### config.mk
export PLATFORM = sky130hd
export DESIGN_NAME = onchip_mem_arbiter
export DESIGN_NICKNAME = d
export VERILOG_FILES = /design/src/rtl/onchip_mem_arbiter.sv
export SDC_FILE = /design/constraint.sdc
export NUM_CORES = 1
export LEC_CHECK = 0
export ABC_AREA = 1
export ABC_CLOCK_PERIOD_IN_PS = 1140
export CORE_AREA = 2 2 99 101
export DETAILED_ROUTE_END_ITERATION = 12
export DIE_AREA = 0 0 101 103
export DONT_BUFFER_PORTS = 1
export SETUP_SLACK_MARGIN = 0.3
export SLEW_MARGIN = 40
export SYNTH_ARGS = -nofsm -noshare
export SYNTH_HDL_FRONTEND = slang
export SYNTH_SLANG_ARGS = --single-unit
### constraint.sdc
create_clock -name clk -period 1.14 [get_ports clk]
set_input_delay 0.114 -clock clk [delete_from_list [all_inputs] [get_ports clk]]
set_output_delay 0.114 -clock clk [all_outputs]
set_load 0.03 [all_outputs]
### src/rtl/onchip_mem_arbiter.sv
// onchip_mem_arbiter: two Avalon-MM requester ports arbitrated round-robin onto
// a single-port synchronous RAM. One access is granted per cycle, combinationally
// in the request cycle; read data returns one cycle after the grant.
// Optional feature: define OCM_ARB_RANGE_CHECK_EN to block accesses at or above
// DEPTH. Such accesses never reach the RAM, reads return zero, and range_err
// stays set until reset.
module onchip_mem_arbiter #(
    parameter int ADDR_W = 12,
    parameter int DATA_W = 32,
    parameter int DEPTH  = 2560
) (
    input  logic                  clk,
    input  logic                  reset_n,
    // requester port 0
    input  logic [ADDR_W-1:0]     p0_address,
    input  logic [DATA_W/8-1:0]   p0_byteenable,
    input  logic                  p0_read,
    input  logic                  p0_write,
    input  logic [DATA_W-1:0]     p0_writedata,
    output logic                  p0_waitrequest,
    output logic [DATA_W-1:0]     p0_readdata,
    output logic                  p0_readdatavalid,
    // requester port 1
    input  logic [ADDR_W-1:0]     p1_address,
    input  logic [DATA_W/8-1:0]   p1_byteenable,
    input  logic                  p1_read,
    input  logic                  p1_write,
    input  logic [DATA_W-1:0]     p1_writedata,
    output logic                  p1_waitrequest,
    output logic [DATA_W-1:0]     p1_readdata,
    output logic                  p1_readdatavalid,
    // single-port RAM
    output logic [ADDR_W-1:0]     mem_address,
    output logic [DATA_W/8-1:0]   mem_byteenable,
    output logic [DATA_W-1:0]     mem_writedata,
    output logic                  mem_chipselect,
    output logic                  mem_write,
    output logic                  mem_clken,
    input  logic [DATA_W-1:0]     mem_readdata,
    // status
    output logic                  range_err
);

    typedef enum logic {
        PORT0 = 1'b0,
        PORT1 = 1'b1
    } port_e;

    // Highest implemented word address plus one, widened by a bit so that a
    // DEPTH equal to 2**ADDR_W still compares correctly.
    localparam logic [ADDR_W:0] DEPTH_LIM = (ADDR_W + 1)'(DEPTH);

    logic                req0;
    logic                req1;
    logic                grant;
    logic                rd_req;
    port_e               sel;
    port_e               prio;
    logic [ADDR_W-1:0]   sel_address;
    logic [DATA_W/8-1:0] sel_byteenable;
    logic [DATA_W-1:0]   sel_writedata;
    logic                sel_read;
    logic                sel_write;
    logic                addr_oor;
    logic                rdv0_q;
    logic                rdv1_q;
    logic                rd_zero_q;

    assign req0 = p0_read | p0_write;
    assign req1 = p1_read | p1_write;

    // Choose the winner: the sole requester, or the port holding priority on a tie.
    always_comb begin
        // NOTE: every signal written here gets a default first, so no path can infer a latch.
        sel = PORT0;
        if (req0 && req1) begin
            sel = prio;
        end else if (req1) begin
            sel = PORT1;
        end
    end

    // Nothing is granted while reset is held, which keeps both waitrequests high.
    assign grant = reset_n & (req0 | req1);

    assign sel_address    = (sel == PORT1) ? p1_address    : p0_address;
    assign sel_byteenable = (sel == PORT1) ? p1_byteenable : p0_byteenable;
    assign sel_writedata  = (sel == PORT1) ? p1_writedata  : p0_writedata;
    assign sel_read       = (sel == PORT1) ? p1_read       : p0_read;
    assign sel_write      = (sel == PORT1) ? p1_write      : p0_write;

    // Read and write together count as a write, so only a pure read returns data.
    assign rd_req = grant & sel_read & ~sel_write;

`ifdef OCM_ARB_RANGE_CHECK_EN
    logic range_err_q;

    assign addr_oor = ({1'b0, sel_address} >= DEPTH_LIM);

    // Sticky flag: set by any granted out-of-range access, cleared only by reset.
    always_ff @(posedge clk or negedge reset_n) begin
        if (!reset_n) begin
            range_err_q <= 1'b0;
        end else if (grant && addr_oor) begin
            range_err_q <= 1'b1;
        end
    end

    assign range_err = range_err_q;
`else
    logic unused_depth;

    // Without range checking every address goes straight to the RAM.
    assign addr_oor     = 1'b0;
    assign range_err    = 1'b0;
    assign unused_depth = ^DEPTH_LIM;
`endif

    assign mem_address    = sel_address;
    assign mem_byteenable = sel_byteenable;
    assign mem_writedata  = sel_writedata;
    assign mem_chipselect = grant & ~addr_oor;
    assign mem_write      = grant & sel_write & ~addr_oor;
    assign mem_clken      = 1'b1;

    assign p0_waitrequest = ~(grant && (sel == PORT0));
    assign p1_waitrequest = ~(grant && (sel == PORT1));

    // Track the read-return slot and move round-robin priority on every grant.
    always_ff @(posedge clk or negedge reset_n) begin
        if (!reset_n) begin
            prio      <= PORT0;
            rdv0_q    <= 1'b0;
            rdv1_q    <= 1'b0;
            rd_zero_q <= 1'b0;
        end else begin
            // NOTE: non-blocking assignments so every register samples pre-edge values together.
            rdv0_q    <= rd_req && (sel == PORT0);
            rdv1_q    <= rd_req && (sel == PORT1);
            rd_zero_q <= rd_req & addr_oor;
            if (grant) begin
                prio <= (sel == PORT0) ? PORT1 : PORT0;
            end
        end
    end

    assign p0_readdatavalid = rdv0_q;
    assign p1_readdatavalid = rdv1_q;
    assign p0_readdata      = (rdv0_q && !rd_zero_q) ? mem_readdata : '0;
    assign p1_readdata      = (rdv1_q && !rd_zero_q) ? mem_readdata : '0;

endmodule

# Yosys cells after proc, flatten, opt, wreduce, memory -nomap -nowiden
# Cells that the tools add are included.
# totals
reg_bits	3
output_inout_bits	120
wordCells	29
# classes
muxes	10
n_bitwise	11
reduce_logical	5
# ops
operator	n
32-bit two-way mux	3
12-bit two-way mux	1
1-bit logical AND	5
1-bit two-way mux	5
1-bit bitwise AND	4
4-bit two-way mux	1
1-bit inverter	4
1-bit OR	3

# Depth between registers and ports, before layout
# depth
word_depth	7
mapped_depth	7
ltp_nobuf	7

# Worst setup path after synthesis
# No wires, ideal clock.
# synth_timing
kind	register to output
from	register rdv1_q (netlist: p1_readdatavalid)
to	output port p1_readdata[10]
arrival_ns	1.129
setup_slack_ns	-0.103
path_stages_with_launch	4
path_buffers	1
cell_sequence	dfrtp_1 clkbuf_1 nand2_1 inv_1
# synth_between
elab_chain_len	1
# synth_rtl
item	line_no	rtl
from (decl)	66	logic rdv1_q;
from (signal assigned)	139	rdv1_q <= rd_req && (sel == PORT1);
32-bit two-way mux	150	assign p1_readdata = (rdv1_q && !rd_zero_q) ? mem_readdata : '0;
to (decl)	30	output logic [DATA_W-1:0] p1_readdata,
# Every way passes these cells.

# Worst setup path after layout
# layout_timing
from	register prio
to	output port mem_write
# layout_between
elab_chain_len	3
# layout_rtl
item	line_no	rtl
from (decl)	58	port_e prio;
from (signal assigned)	142	prio <= (sel == PORT0) ? PORT1 : PORT0;
1-bit two-way mux	76	if (req0 && req1) begin
1-bit two-way mux	90	assign sel_write = (sel == PORT1) ? p1_write : p0_write;
1-bit bitwise AND	123	assign mem_write = grant & sel_write & ~addr_oor;
to (decl)	37	output logic mem_write,
# Every way passes these cells.

==> run metrics <==
post-DP HPWL 5230 µm; Syn-to-layout area delta 174%; Clock Path Buffers 2; Synth Register Bits 3; share of layout cells above drive strength 1 66.5%; post-synthesis compound-gate area fraction 2.55%; Power Dens Cells 748 nW/µm²; critical path data required time 1.03 ns; critical path arrival 1.36 ns; Initial DRC Count 24; Critical path origin prio$_DFFE_PN0P_; CTS tree done; Max H-tree Level 1; Initial DRT Pass Iterations 4; register area share after synthesis 5.67%; maximum VDD drop 0.000580 V; nets 472; multiplexer area fraction after synthesis 0%; fillers 882; vias in the first global route 1798; largest family of logic cells by synthesized area simple AND/OR/NAND/NOR gates; Worst-path clk slew 0.03 ns; Clock Tree Root clkbuf_8; PortBufs 0; initial antenna violation count 0; failing checks negative setup slack; fin. max-slew vios 0; min-delay worst type primary input to asynchronous set/reset pin; YS warnings 0; Post-Synth Adder-Cell Area 0%; Register Area 77.6 µm²; reg2reg start prio$_DFFE_PN0P_; Antenna diodes 0; crit path capture type primary output; Synth area leader nand2_1; outcome finished, violations left; Final Critical Period 1.47 ns; P_leak 0.00161 µW; CTS sink cnt 3; # rows 36; WL per Instance 17.0 µm; GRT Util Overall 12.0%; die height 103 µm; Die Wd 101 µm; Setup Crit Path Kind flop to primary output; startpoint types flop; syn avg cell area 4.16 µm²; Clock Latency Late Sink 0.22 ns; Worst Setup Slack, final -0.333 ns; Core Region 9460 µm²; final worst-path cycle share 129%; DR vias/cell 4.46; Synth top area share 60.1%; Post-route DRC 0; syn_nets 452; largest net degree at the start of global routing 42; Starting Density 14.0%; Place WS -0.138 ns; via count 2010; Post-Syn Area 1320 µm²; Synth area leaders nand2_1 (60%), inv_1 (19%), dfrtp_1 (5.7%), buf_4 (4.5%), clkbuf_1 (1.7%); Setup violations, final 114; Num CTS Buffers 3; Placer Congestion 0.806; io pins 254; CP Max Fanout 6; Setup TNS -19.62 ns; Die ar. 10400 µm²; area occupied by multi-input gates 2140 µm²; global-route wire length before repair 9350 µm; Synth Instances 318; Simple-Gate Fraction of Synth Area 63.9%; DP Area 2330 µm²; xor/xnor share of the synthesized area 0%; final hold violations 0; max_cap viols 0; final instance area 3620 µm²; fmax 679 MHz; RSZ-0062 raised after global routing yes; post-route clock skew 0.00272 ns; Routed WL 7660 µm; synth unique cells 16; gr ovfl total 0; Final ANT Viol Nets 0
per-layer routing:
layer | GRT usage (%) | vias up | wire, µm
li1 | - | 922 | -
met3 | 3.39 | 12 | 837
met2 | 23.7 | 172 | 4330
met4 | 3.53 | 0 | 116
met5 | 0 | - | 0
met1 | 12.1 | 904 | 2380
report_power, final:
part | internal [µW] | switching (µW)
sequential | 117 | 12.7
combinational | 703 | 1570
clock | 239 | 70.8
total | 1060 | 1650
metrics by stage:
stage | util (%) | cells | hold slack (ns) | power, µW
final | 38.3 | 451 | 0.160 | 2710
after global routing | 38.3 | 451 | 0.166 | 2860
after CTS | 31.7 | 449 | 0.151 | 2560
after detailed placement | 24.6 | 427 | -0.181 | 1960
after global placement | 24.6 | 427 | -0.181 | 1930
after floorplan | - | 318 | -0.182 | 1790
worst paths after layout:
kind	end	slack [ns]	cells after the start
setup / recovery	mem_write	-0.33	7
hold / removal	prio$_DFFE_PN0P_	0.16	1
setup reg to reg	p1_readdatavalid$_DFF_PN0_	-0.28	9
hold reg to reg	prio$_DFFE_PN0P_	0.58	2
max in group asynchronous	p1_readdatavalid$_DFF_PN0_	0.81	1
min in group clk	p0_readdatavalid$_DFF_PN0_	0.17	4
synth_stat cells:
library cell  count
nand2_4           1
a21oi_2           1
nor2_1            6
a21boi_2          1
dfrtp_1           3
nand2_1         212
clkbuf_1          6
o21ai_2           1
inv_1            67
conb_1            2
buf_4             8
inv_2             2
o21ai_1           1
buf_2             4
nor2_2            1
nand3_1           2
layout by cell type, fill, tap and decap left out, types with 3 or more instances in the layout:
master | synthesis | layout
nand2_1 | 212 | 102
nand2_4 | 1 | 57
nand2_8 | 0 | 48
inv_8 | 0 | 44
inv_6 | 0 | 11
inv_2 | 2 | 10
buf_4 | 8 | 8
buf_12 | 0 | 8
buf_16 | 0 | 7
nand2_2 | 0 | 6
buf_6 | 0 | 4
nor2_2 | 1 | 3
clkbuf_8 | 0 | 3
buf_8 | 0 | 3
critical path, cell delays in order, from the launching register on:
cell and delay, ns:
dfrtp_1 0.39, inv_2 0.07, o21ai_2 0.07, nand2_4 0.12, buf_6 0.13, buf_12 0.11
a21oi_4 0.06, nor2_4 0.20
final cells by class:
| cell class | instances | share of cell area, % |
|---|---|---|
| Clock buffer | 4 | 1.24 |
| Inverter | 69 | 17.9 |
| Multi-Input combinational cell | 228 | 59.2 |
| Sequential cell | 3 | 2.14 |
| Tap cell | 114 | 3.94 |
| Timing Repair Buffer | 33 | 15.5 |
timing repair:
action | CTS | global route
buffers inserted | 10 | 0
gates resized for setup | 101 | 115
endpoints found under the setup margin | 121 | 121
pin swaps | 23 | 14
hold buffers | 1 | 0
cloned | 7 | 2
hold endpoints to repair | 3 | 0
logic make-up (layout without fill, tap and decap cells):
group | after synthesis | after routing
AO/OA/AOI/OAI | 4 | 4
buffers and inverters | 87 | 106
flip-flops | 3 | 3
other | 2 | 2
AND/OR/NAND/NOR | 222 | 222
registers in the layout (all words and copies together), names as in the netlist:
signal	cells
p0_readdatavalid	1
p1_readdatavalid	1
prio	1
No activity file was read; power rests on OpenSTA's default activity.
